`src/rtl/sort_phase_scheduler.sv`:
```
// sort_phase_scheduler
// Sequencer for the systolic odd-even transposition sort array. A start
// request loads one row into the PEs. The block then runs ROUNDS exchange
// rounds, each one SEND, RECV and CMP cycle. The round parity selects which
// PE group initiates the exchange. A one-cycle done pulse marks the cycle in
// which the array's max output is valid. Every output is a register that is
// decoded from the next state, so each output changes together with the
// state it belongs to.

module sort_phase_scheduler #(
    parameter int ARRAYWIDTH = 8,
    parameter int ROUNDS     = ARRAYWIDTH,
    parameter int RCNT_W     = $clog2(ROUNDS) + 1
) (
    input  logic              clk,
    input  logic              rst,
    input  logic              start,
    input  logic              abort,
    output logic              busy,
    output logic              done,
    output logic              write_enable,
    output logic              odd_SL,
    output logic              odd_SR,
    output logic              even_SL,
    output logic              even_SR,
    output logic              odd_RL,
    output logic              odd_RR,
    output logic              even_RL,
    output logic              even_RR,
    output logic              odd_cmp_en,
    output logic              even_cmp_en,
    output logic [RCNT_W-1:0] round
);

    typedef enum logic [2:0] {
        S_IDLE,
        S_LOAD,
        S_SEND,
        S_RECV,
        S_CMP,
        S_DONE
    } state_t;

    typedef struct packed {
        logic busy;
        logic done;
        logic write_enable;
        logic odd_sl;
        logic odd_sr;
        logic even_sl;
        logic even_sr;
        logic odd_rl;
        logic odd_rr;
        logic even_rl;
        logic even_rr;
        logic odd_cmp_en;
        logic even_cmp_en;
    } outs_t;

    localparam logic [RCNT_W-1:0] LAST_ROUND = RCNT_W'(ROUNDS - 1);

    state_t            state_q, state_d;
    logic [RCNT_W-1:0] round_q, round_d;
    outs_t             out_q, out_d;
    logic              in_sort;

    // State, round counter and output registers; async active-low reset clears all.
    always_ff @(posedge clk or negedge rst) begin
        if (!rst) begin
            state_q <= S_IDLE;
            round_q <= '0;
            out_q   <= '0;
        end else begin
            // NOTE: non-blocking assignments, so every register here samples pre-edge values.
            state_q <= state_d;
            round_q <= round_d;
            out_q   <= out_d;
        end
    end

    // The sort is "in flight" in the states where abort is honoured.
    assign in_sort = (state_q == S_LOAD) || (state_q == S_SEND) ||
                     (state_q == S_RECV) || (state_q == S_CMP);

    // Next-state and round-counter logic; abort overrides every normal transition.
    always_comb begin
        // NOTE: defaults first, so every path assigns and no latch is inferred.
        state_d = state_q;
        round_d = round_q;
        unique case (state_q)
            S_IDLE: begin
                round_d = '0;
                if (start) begin
                    state_d = S_LOAD;
                end
            end
            S_LOAD: begin
                state_d = S_SEND;
                round_d = '0;
            end
            S_SEND: state_d = S_RECV;
            S_RECV: state_d = S_CMP;
            S_CMP: begin
                if (round_q < LAST_ROUND) begin
                    state_d = S_SEND;
                    round_d = round_q + RCNT_W'(1);
                end else begin
                    state_d = S_DONE;
                    round_d = '0;
                end
            end
            S_DONE: begin
                state_d = S_IDLE;
                round_d = '0;
            end
            default: begin
                state_d = S_IDLE;
                round_d = '0;
            end
        endcase
        if (abort && in_sort) begin
            state_d = S_IDLE;
            round_d = '0;
        end
    end

    // Output decode of the next state. Parity selects which group sends right.
    always_comb begin
        out_d = '0;
        unique case (state_d)
            S_IDLE: ;
            S_LOAD: begin
                out_d.busy         = 1'b1;
                out_d.write_enable = 1'b1;
            end
            S_SEND: begin
                out_d.busy = 1'b1;
                if (!round_d[0]) begin
                    out_d.odd_sr  = 1'b1;
                    out_d.even_sl = 1'b1;
                end else begin
                    out_d.even_sr = 1'b1;
                    out_d.odd_sl  = 1'b1;
                end
            end
            S_RECV: begin
                out_d.busy = 1'b1;
                if (!round_d[0]) begin
                    out_d.odd_rr  = 1'b1;
                    out_d.even_rl = 1'b1;
                end else begin
                    out_d.even_rr = 1'b1;
                    out_d.odd_rl  = 1'b1;
                end
            end
            S_CMP: begin
                out_d.busy        = 1'b1;
                out_d.odd_cmp_en  = 1'b1;
                out_d.even_cmp_en = 1'b1;
            end
            S_DONE: out_d.done = 1'b1;
            default: out_d = '0;
        endcase
    end

    assign busy         = out_q.busy;
    assign done         = out_q.done;
    assign write_enable = out_q.write_enable;
    assign odd_SL       = out_q.odd_sl;
    assign odd_SR       = out_q.odd_sr;
    assign even_SL      = out_q.even_sl;
    assign even_SR      = out_q.even_sr;
    assign odd_RL       = out_q.odd_rl;
    assign odd_RR       = out_q.odd_rr;
    assign even_RL      = out_q.even_rl;
    assign even_RR      = out_q.even_rr;
    assign odd_cmp_en   = out_q.odd_cmp_en;
    assign even_cmp_en  = out_q.even_cmp_en;
    assign round        = round_q;

endmodule
```
`config.mk`:
```
export PLATFORM = sky130hd
export DESIGN_NAME = sort_phase_scheduler
export DESIGN_NICKNAME = d
export VERILOG_FILES = /design/src/rtl/sort_phase_scheduler.sv
export SDC_FILE = /design/constraint.sdc
export NUM_CORES = 1
export LEC_CHECK = 0
export ABC_AREA = 1
export BUFFER_PORTS_ARGS = -buffer_cell sky130_fd_sc_hd__buf_4
export CORE_MARGIN = 4
export CORE_UTILIZATION = 40
export DETAILED_ROUTE_END_ITERATION = 10
export HOLD_SLACK_MARGIN = 0.08
export PLACE_DENSITY_LB_ADDON = 0.12
export RECOVER_POWER = 25
export SYNTH_ARGS = -nofsm -noshare
export SYNTH_HDL_FRONTEND = slang
export SYNTH_SLANG_ARGS = --single-unit
export TNS_END_PERCENT = 20
```
`constraint.sdc`:
```
create_clock -name clk -period 3.1 [get_ports clk]
set_input_delay 0.155 -clock clk [delete_from_list [all_inputs] [get_ports clk]]
set_output_delay 0.155 -clock clk [all_outputs]
set_load 0.02 [all_outputs]
```
# == Yosys cells after proc, flatten, opt, wreduce, memory -nomap -nowiden ==
# Cells that the tools add are included.
# op_classes
add_sub_neg,1
order_cmp,1
eq_ne,10
n_mux,15
n_reduce_logical,7
# op_table
cell,count
4-bit 2-to-1 mux,4
3-bit one-hot mux with 5 select lines,1
3-bit by 2-bit == test with 1-bit output (second input constant),4
3-bit == test (second input constant),3
3-bit 2-to-1 mux,3
4-bit one-hot mux with 2 select lines,1
3-bit by 1-bit == test with 1-bit output (second input constant),2
4-bit by 1-bit adder with 4-bit output (second input constant),1
4-bit by 3-bit less-than comparator with 1-bit output (second input constant),1
1-bit 2-to-1 mux,4
2-bit 2-to-1 mux,2
4-bit OR reduction,1
3-bit logical NOT,1
1-bit logical OR,3
2-bit by 1-bit inequality test with 1-bit output (second input constant),1
2-bit OR reduction,1
1-bit logical AND,1
# word_totals
regBits,20
elab_cells,50

# == Longest topological paths before layout ==
# Gate-level depths: netlist of the first run.
# depth
word_depth,9
ltp_mapped,9
mapped_depth_nobuf,9

# == Worst setup path after synthesis of the first run ==
# Ideal clock, no wire load.
# synth_path
kind,reg-to-reg
from,"register round_q[0], in the netlist round[0]"
to,"register out_q, in the netlist even_RL"
setup_time_ns,0.071
t_arrival_ns,1.339
path_slack_ns,1.690
stages_incl_launch_ff,10
period_less_slack_ns,1.410
cell_sequence,dfrtp_1 -> ha_1 -> nand2_1 -> nand2_2 -> nand3_1 -> nand2_1 -> nand2_4 -> inv_2 -> nand2_2 -> nor2_1
# synth_lines
element,line,source
start: declaration,63,"logic [RCNT_W-1:0] round_q, round_d;"
start signal: assignment,76,round_q <= round_d;
end signal: assignment,77,out_q <= out_d;
end: declaration,64,"outs_t out_q, out_d;"

==> impl_metrics.json, run 1 <==
{
  "cp_common_cell": "nand2_2",
  "worstPathArrival_ns": 1.66,
  "syn_nets": 91,
  "h-tree-depth": 1,
  "fin_skew_ns": 0.0006976,
  "finalWorstSetupSlack_ns": 1.650,
  "drive_above_1_share": 0.3774,
  "drt_iter0_drc": 6,
  "synth-simple-area-share": 0.3484,
  "fillers": 165,
  "min_from": "start",
  "r2r_cells": 8,
  "syn_area_um2": 775.7,
  "cts_sinks": 15,
  "ant_nets": 0,
  "synthAdderAreaFrac": 0.01613,
  "ctsHoldBuffers": 1,
  "synthCells": 86,
  "path_buf_inv": 0,
  "crit_path_end_kind": "flip-flop",
  "die_h_um": 52.04,
  "drv_cap": 0,
  "ys_seq_elements": 15,
  "cts_resized": 0,
  "hp-class": "input pin to flip-flop",
  "start_util": 0.4351,
  "final_util": 0.5347,
  "synth-compound-area-share": 0.05484,
  "internal_power_uw": 464.3,
  "power.share.switching": 0.4645,
  "gp_congestion": 0.7844,
  "dp_cells": 126,
  "layout_min_cycle_time_ns": 1.450,
  "leakagePower_nw": 0.5287,
  "combPwrFrac": 0.534,
  "grt_overflow": 0,
  "grt_usage": 0.1316,
  "p_seq_frac": 0.339,
  "wire_per_inst_um": 10.95,
  "synth_top_area_cell": "dfrtp_1",
  "diodes": 0,
  "r2r_end": "even_RR",
  "r2r_start": "round[0]",
  "power.switching_uw": 402.8,
  "synth_top_area_share": 0.4839,
  "yosys_warnings": 0,
  "die-area_um2": 2708,
  "grt_pass1_vias": 617,
  "detailed_place_hpwl_um": 1135,
  "vias": 581,
  "register_area_um2": 375.4,
  "multi_input_area_um2": 325.3,
  "insertion_delay_ns": 0.28,
  "place_area_um2": 919.6,
  "clock_path_buffers": 2,
  "cp-start-kind": "flip-flop",
  "nNetsFinal": 112,
  "period_share": 0.4677,
  "setup_viol": 0,
  "slowest_delay_ns": 0.42,
  "grt_antenna_before_repair": 0,
  "pre_cts_ws_ns": 1.673,
  "p_clk_frac": 0.127,
  "synthTopCellsByArea": "dfrtp_1 48%, nand2_1 8.2%, buf_4 4.8%",
  "stdcell_count": 131,
  "max_freq_mhz": 689.8,
  "cts_buffers": 3,
  "stdcell_area_um2": 953.4,
  "path_class": "flip-flop to flip-flop",
  "synthXorXnorAreaFrac": 0,
  "finalHoldViolCount": 0,
  "cp_num_cells": 8,
  "hold_slack_ns": 0.1110,
  "cts_setup_buffers": 0,
  "crit_path_top_delay_cell": "dfrtp_1",
  "drc": 0,
  "whs_endpoint": "write_enable",
  "relSlewSlack": 0.4643,
  "crit_family": "simple AND/OR/NAND/NOR gates",
  "firstDrtPassIters": 3,
  "rsz0062_at_grt": "no",
  "die_x_um": 52.04,
  "cp_cell_sequence": "ha_1 > nand2_1 > nand2_2 > nor2_8 > nor2_2 > nor2_4 > nand2_2 > nor2_1",
  "finalPower_uw": 867.0,
  "status": "completed",
  "synthToLayoutAreaGrowth_pct": 22.90,
  "rows": 15,
  "syn_avg_cell_area_um2": 9.020,
  "grt_max_degree": 16,
  "core_area_um2": 1783,
  "portBuffers": 20,
  "power_density_nw_per_um2": 909.4,
  "yosysSeqAreaShare": 0.4839,
  "grt_pass1_wl_um": 2615,
  "ir_worst_vdd_mv": 0.4409,
  "holdPathStages": 3,
  "cp_max_fo": 4,
  "clk_pin_slew_ns": 0.09,
  "required_ns": 3.31,
  "wl_um": 1434,
  "timing.setup.tns_ns": 0,
  "reg2reg_setup_slack_ns": 1.65,
  "cts_root_buf": "clkbuf_4",
  "ios": 21,
  "slew_viol_final": 0,
  "cts_tree": "done",
  "avgViaCountPerCell": 4.435,
  "synth_top_family_by_area": "simple AND/OR/NAND/NOR gates",
  "synth_cell_types": 21,
  "worstMarginPinSlew_ns": 0.8036,
  "synthMuxAreaShare": 0
}
[worst register-to-register path: stages (launching register included)]
cell and delay (ns):
dfrtp_1 0.42, ha_1 0.23, nand2_1 0.10, nand2_2 0.10
nor2_8 0.15, nor2_2 0.06, nor2_4 0.17, nand2_2 0.07
nor2_1 0.09
[kinds of logic after synthesis]
logic type / count (synthesis)
fa+ha+maj: 1
buf+inv: 15
flops: 15
compound gates: 7
simple gates: 48
[metal layers]
layer / wire [um] / GRT usage / up-vias
met5: 0 / 0 / -
met4: 9 / 0.05240 / 0
met3: 87 / 0.02865 / 2
met1: 656 / 0.1631 / 257
met2: 680 / 0.2197 / 13
li1: - / - / 309
[worst max-delay path by stage]
stage,slack [ns],end,from
finish,1.65,even_RR,round[0]
global route,1.52,even_RR,round[0]
CTS,1.64,even_RR,round[0]
detailed placement,1.67,even_RR,round[0]
global placement,1.68,even_RR,round[0]
floorplan,1.69,even_RL,round[0]
[registers in the layout, indices dropped and copies added (netlist names)]
| name | count |
|---|---|
| write_enable | 1 |
| even_SL | 1 |
| even_RR | 1 |
| done | 1 |
| busy | 1 |
| round | 4 |
| even_SR | 1 |
| state_q | 3 |
| even_RL | 1 |
| even_cmp_en | 1 |
[cell usage after synthesis]
cell and count:
nand2_4 3, inv_2 2, clkinv_1 1, a21oi_2 1
nand2_1 17, nor2_2 2, o21ai_1 1, nand3_1 6
ha_1 1, dfrtp_1 15, nand2_2 5, nor2_1 9
inv_1 7, nor3_2 1, o22ai_1 1, buf_4 5
o21bai_1 1, nor2_4 2, nand4_1 2, a21oi_1 3
nor2_8 1
[area by class of cell]
cell class / count / share of cell area
timing repair buffer: 21 / 0.1640
sequential: 15 / 0.3937
tap: 25 / 0.03281
clock inverter: 1 / 0.005249
inverter: 10 / 0.03937
multi-input combinational: 56 / 0.3412
clock buffer: 3 / 0.02362
[power by group through the flow]
stage	clock (mW)	combinational [mW]	sequential, mW
after floorplan	0	0.314	0.335
after global placement	0	0.465	0.296
after detailed placement	0	0.468	0.298
after CTS	0.115	0.469	0.295
after global routing	0.127	0.521	0.302
final	0.110	0.463	0.294
[placed cells by master (no fill, tap or decap), types with 2 or more instances in the layout]
cell      instances
nor2_4            2
inv_1             7
nand2_1          17
clkbuf_4          3
nand2_2           5
dfrtp_1          15
buf_4            19
nor2_1            9
nand3_1           6
inv_2             2
nand4_1           2
nor2_2            2
a21oi_1           3
nand2_4           3
Note: power is estimated with default switching activity, not from simulation.
==> run 2: changes to the inputs <==
clock period = 1.3 ns   (was 3.1 ns; I/O delays follow)
==> run 2 against run 1 <==
Wire length up 12%. Utilization up 6.9 points. Combinational power rose to 2.9 times the previous value. Worst hold slack better by 0.0098 ns. Clock power rose to 2.5 times the previous value. First-iteration DRC count up 67%. Sequential power up 140%. Die area unchanged. Critical path depth down 1. Via count up 10%. Fmax up 12%. Largest power group unchanged.
==> impl_metrics.json, run 2 (synthesis results as in run 1) <==
{
  "status": "completed",
  "r2r_cells": 7,
  "start_util": 0.4351,
  "slew_viol_final": 0,
  "fin_skew_ns": 0.004780,
  "grt_use_met3": 0.02579,
  "use_met1": 0.1843,
  "drc": 0,
  "drt_iter0_drc": 10,
  "setup_viol": 0,
  "power_density_nw_per_um2": 2171,
  "portBuffers": 20,
  "relSlewSlack": 0.4373,
  "ir_worst_vdd_mv": 1.173,
  "fillers": 148,
  "register_area_um2": 380.4,
  "crit_path_top_delay_cell": "dfrtp_2",
  "grt_usage": 0.1388,
  "grt_antenna_before_repair": 0,
  "h-tree-depth": 1,
  "reg2reg_setup_slack_ns": 0.003,
  "max_freq_mhz": 771.3,
  "crit_end": "even_SR",
  "die_h_um": 52.04,
  "cts_buffers": 3,
  "worstPathArrival_ns": 1.52,
  "drive_above_1_share": 0.5130,
  "ios": 21,
  "rows": 15,
  "grt_overflow": 0,
  "cp_cell_sequence": "nor2_4 > nand2_4 > nor2_8 > nor2_4 > nor2_4 > nand2_2 > nor2_1",
  "period_share": 0.9974,
  "synthToLayoutAreaGrowth_pct": 38.87,
  "wire_per_inst_um": 11.44,
  "finalPower_mw": 2.339,
  "cts_tree": "done",
  "r2r_start": "state_q[0]",
  "die_x_um": 52.04,
  "path_class": "flip-flop to flip-flop",
  "wl_um": 1602,
  "worstMarginPinSlew_ns": 0.8440,
  "cp_max_fo": 5,
  "clock_path_buffers": 2,
  "slowest_delay_ns": 0.45,
  "final_common_cell": "buf_4",
  "rsz0062_at_grt": "yes",
  "r2r_end": "even_SR",
  "drv_cap": 0,
  "finalHoldViolCount": 0,
  "cp_common_cell": "nor2_4",
  "avgViaCountPerCell": 4.564,
  "ant_nets": 0,
  "cts_root_buf": "clkbuf_4",
  "final_cell_mix": "26 x buf_4, 14 x nand2_1, 11 x dfrtp_1",
  "crit_path_end_kind": "flip-flop",
  "use_met2": 0.2176,
  "layout_min_cycle_time_ns": 1.297,
  "leakagePower_nw": 0.5846,
  "largest_reg_flops": 4,
  "globalRoute.busiestLayer": "met2",
  "cts_sinks": 15,
  "grt_pass1_wl_um": 2773,
  "nNetsFinal": 121,
  "final_util": 0.6042,
  "cp-start-kind": "flip-flop",
  "insertion_delay_ns": 0.29,
  "firstDrtPassIters": 4,
  "grt_pass1_vias": 638,
  "crit_start": "state_q[0]",
  "vias": 639,
  "core_area_um2": 1783,
  "detailed_place_hpwl_um": 1262,
  "required_ns": 1.52,
  "multi_input_area_um2": 370.4,
  "gp_congestion": 0.8438,
  "grt_max_degree": 16,
  "die-area_um2": 2708,
  "clk_pin_slew_ns": 0.09,
  "diodes": 0,
  "hp-class": "input pin to flip-flop"
}
==> run 2: layout make-up <==
| class | count | share of cell area |
|---|---|---|
| Timing Repair Buffer | 30 | 0.2137 |
| Tap cell | 25 | 0.02904 |
| Inverter | 10 | 0.03484 |
| Clock inverter | 1 | 0.004646 |
| Clock buffer | 3 | 0.02091 |
| Multi-Input combinational cell | 56 | 0.3438 |
| Sequential cell | 15 | 0.3531 |
==> run 2: worst min-delay path by stage <==
stage	slack, ns	cells after the start	startpoint	end
2_1_floorplan	-0.23	0	rst	busy
3_3_place_gp	-0.07	1	rst	round[2]
3_5_place_dp	-0.07	1	rst	round[2]
4_1_cts	0.11	4	abort	even_SR
5_1_grt	0.13	4	abort	state_q[2]
6_report	0.12	4	abort	state_q[2]
==> run 2: stage by stage <==
step                worst slack, ns  instances  setup TNS [ns]  hold slack (ns)  cell area [um2]
global placement          -0.002240        132       -0.002240         -0.06839            989.7
CTS                        -0.01706        139        -0.01858           0.1052             1055
detailed placement        -0.002334        132       -0.002334         -0.06670            989.7
global route               -0.08609        140         -0.5006           0.1295             1077
finish                     0.003415        140               0           0.1208             1077
floorplan                   0.01619         86               0          -0.2306            800.8
==> run 2: power by group <==
part | total (mW) | switching [mW] | internal, mW
combinational | 1.36 | 0.782 | 0.576
clock | 0.275 | 0.160 | 0.114
sequential | 0.706 | 0.110 | 0.597
total | 2.34 | 1.05 | 1.29
==> run 2: critical path: cells and delay by family, from the launching register on <==
kind / cells / cell delay, ns
flip-flops: 1 / 0.45
AND/OR/NAND/NOR: 7 / 0.76
==> run 2: timing repair <==
item | 4_1_cts | 5_1_grt
setup endpoints to repair | 5 | 10
gates cloned | 0 | 0
gates resized for setup | 2 | 7
setup buffers | 1 | 1
hold buffers | 2 | 0
endpoints found under the hold margin | 16 | 0
pin swaps | 1 | 4
==> run 2: per-layer routing <==
metal  up-vias  part of all wire
li1        324                 -
met1       288              0.46
met2        23              0.46
met3         4             0.070
met4         0             0.013
met5         -                 0
==> run 3: changes to the inputs <==
ABC_AREA = not set   (was 1)
clock period = 1.57 ns   (was 1.3 ns; I/O delays follow)
==> run 3 against run 2 <==
Die area decreased by 4.7%. Non-clock buffer count decreased by 6. Worst hold slack got worse by 0.033 ns. Wire length decreased by 10%. Sequential share of layout area increased by 6.0 points. Total power decreased by 52%. Critical path depth decreased by 3. Final area decreased by 16%. Synthesized cell count decreased by 21%. Critical path type unchanged. Largest cell class unchanged.
==> impl_metrics.json, run 3 <==
{
  "status": "completed",
  "crit_path_top_delay_cell": "dfrtp_1",
  "syn_area_um2": 733.2,
  "yosys_warnings": 0,
  "synth_top_area_share": 0.5119,
  "place_area_um2": 867.1,
  "rsz0062_at_grt": "no",
  "cp-start-kind": "flip-flop",
  "synth_flop_cell": "dfrtp_1",
  "finalPower_mw": 1.120,
  "setup_viol": 0,
  "synthCells": 68,
  "detailed_place_hpwl_um": 1011,
  "slowest_delay_ns": 0.42,
  "yosysMostFrequentCell": "dfrtp_1",
  "clk_pin_slew_ns": 0.09,
  "grt_antenna_before_repair": 0,
  "yosysSeqAreaShare": 0.5119,
  "nNetsFinal": 93,
  "cts_root_buf": "clkbuf_4",
  "final_common_cell": "buf_4",
  "grt_usage": 0.1302,
  "pre_cts_ws_ns": 0.1346,
  "finalWorstSetupSlack_ns": 0.1307,
  "path_class": "flip-flop to flip-flop",
  "rows": 15,
  "diodes": 0,
  "grt_overflow": 0,
  "cts_setup_buffers": 0,
  "gp_congestion": 0.8402,
  "die-area_um2": 2582,
  "timing.setup.tns_ns": 0,
  "largest_reg_flops": 4,
  "grt_pass1_vias": 555,
  "h-tree-depth": 1,
  "slew_viol_final": 0,
  "die_x_um": 50.82,
  "power_density_nw_per_um2": 1231,
  "start_util": 0.4246,
  "drt_iter0_drc": 10,
  "internal_power_uw": 723.2,
  "cp_cell_sequence": "ha_1 > a21oi_2 > nand3_1 > o21ai_1",
  "cts_sinks": 15,
  "power.switching_uw": 396.4,
  "avgViaCountPerCell": 4.911,
  "ios": 21,
  "cts_buffers": 3,
  "cts_tree": "done",
  "stdcell_area_um2": 909.6,
  "synthArstFlopShare": 1.000,
  "max_freq_mhz": 694.8,
  "syn_nets": 73,
  "cts_resized": 0,
  "required_ns": 1.77,
  "power.share.switching": 0.3541,
  "wl_um": 1435,
  "p_seq_frac": 0.479,
  "core_area_um2": 1727,
  "ys_seq_elements": 15,
  "final_cell_mix": "21 x buf_4, 15 x dfrtp_1, 4 x nor2_1, 4 x nand2_1",
  "synthTopCellsByArea": "dfrtp_1 51%, buf_4 5.1%, mux2i_1 2.7%",
  "wire_per_inst_um": 12.81,
  "ir_worst_vdd_mv": 0.5366,
  "die_h_um": 50.82,
  "firstDrtPassIters": 3,
  "synth_common_cells": "15 x dfrtp_1, 5 x buf_4, 4 x nand2_1, 4 x nor2_1",
  "synth_top_area_cell": "dfrtp_1",
  "vias": 550,
  "clock_path_buffers": 2,
  "combPwrFrac": 0.327,
  "portBuffers": 20,
  "layout_min_cycle_time_ns": 1.439,
  "synth_cell_types": 33,
  "synth_edf_count": 0,
  "worstMarginPinSlew_ns": 0.8378,
  "hp-class": "input pin to flip-flop",
  "leakagePower_nw": 0.4566,
  "cp_max_fo": 6,
  "syn_avg_cell_area_um2": 10.78,
  "worstPathArrival_ns": 1.64,
  "drc": 0,
  "p_clk_frac": 0.195,
  "drv_cap": 0,
  "relSlewSlack": 0.4415,
  "grt_pass1_wl_um": 2484,
  "drive_above_1_share": 0.3333,
  "finalHoldViolCount": 0,
  "ant_nets": 0,
  "period_share": 0.9168,
  "insertion_delay_ns": 0.28,
  "synthToLayoutAreaGrowth_pct": 24.06,
  "crit_path_end_kind": "flip-flop",
  "fin_skew_ns": 0.008038,
  "grt_max_degree": 16
}
==> run 3: changes by cell type in the layout (fill, tap and decap cells not counted), sizes merged, moves of 3 or more <==
| cell | delta |
|---|---|
| inv | -6 |
| nor2 | -10 |
| nor2b | +3 |
| nand3 | -3 |
| nand2 | -21 |
| buf | -6 |
==> run 3: critical path: cells and delay by family, from the launching register on <==
| family | cells | cell delay [ns] |
|---|---|---|
| AO/OA/AOI/OAI | 2 | 0.51 |
| adder cells (fa/ha/maj) | 1 | 0.23 |
| flip-flops | 1 | 0.42 |
| AND/OR/NAND/NOR | 1 | 0.21 |
==> run 3: cell families (layout without fill, tap and decap cells) <==
kind of cell / after synthesis / in the layout / synth area share
compound gates: 10 / 10 / 0.09557
xor+xnor: 1 / 1 / 0.01195
fa+ha+maj: 1 / 1 / 0.01706
buf+inv: 12 / 31 / 0.1007
flops: 15 / 15 / 0.5119
mux: 2 / 2 / 0.02730
simple gates: 27 / 27 / 0.2355
==> run 3: cell type report <==
| class | instances | area, um2 |
|---|---|---|
| clock buffer | 4 | 26.28 |
| fill | 173 | 817.0 |
| inverter | 3 | 11.26 |
| multi-input combinational | 41 | 284.0 |
| sequential | 15 | 375.4 |
| tap | 25 | 31.28 |
| timing repair buffer | 24 | 181.4 |
==> run 3: per-layer routing <==
layer	part of all wire	up-vias	wire length [um]	track usage
met3	0.055	4	79	0.02915
met2	0.45	15	639	0.2087
met1	0.47	263	681	0.1639
met5	0	-	0	0
li1	-	268	-	-
met4	0.024	0	34	0.06726
==> run 3: path summary, 6_finish.rpt <==
check	startpoint	to	slack, ns	depth (start not counted)
max	round[1]	round[1]	0.13	4
min	start	write_enable	0.09	2
max reg2reg	round[1]	round[1]	0.13	4
min reg2reg	round[1]	round[1]	0.57	2
max in group asynchronous	rst	even_cmp_en	0.62	2
min in group asynchronous	rst	state_q[2]	0.43	2
==> run 3: power groups by stage <==
| stage | sequential (mW) | clock [mW] | combinational [mW] |
|---|---|---|---|
| 2_1_floorplan | 0.544 | 0 | 0.264 |
| 3_3_place_gp | 0.543 | 0 | 0.362 |
| 3_5_place_dp | 0.542 | 0 | 0.366 |
| 4_1_cts | 0.534 | 0.225 | 0.371 |
| 5_1_grt | 0.553 | 0.243 | 0.398 |
| 6_report | 0.536 | 0.218 | 0.366 |
==> run 3: repair_timing <==
item,in CTS,in global routing
setup endpoints to repair,0,0
endpoints found under the hold margin,20,0
hold buffers,2,0
==> run 3: through the flow <==
stage | instances | utilization | hold slack, ns
final | 112 | 0.5268 | 0.08733
after global routing | 112 | 0.5268 | 0.08446
after CTS | 112 | 0.5290 | 0.08120
after detailed placement | 106 | 0.5022 | -0.05426
after global placement | 106 | 0.5022 | -0.05646
after floorplan | 68 | - | -0.2171
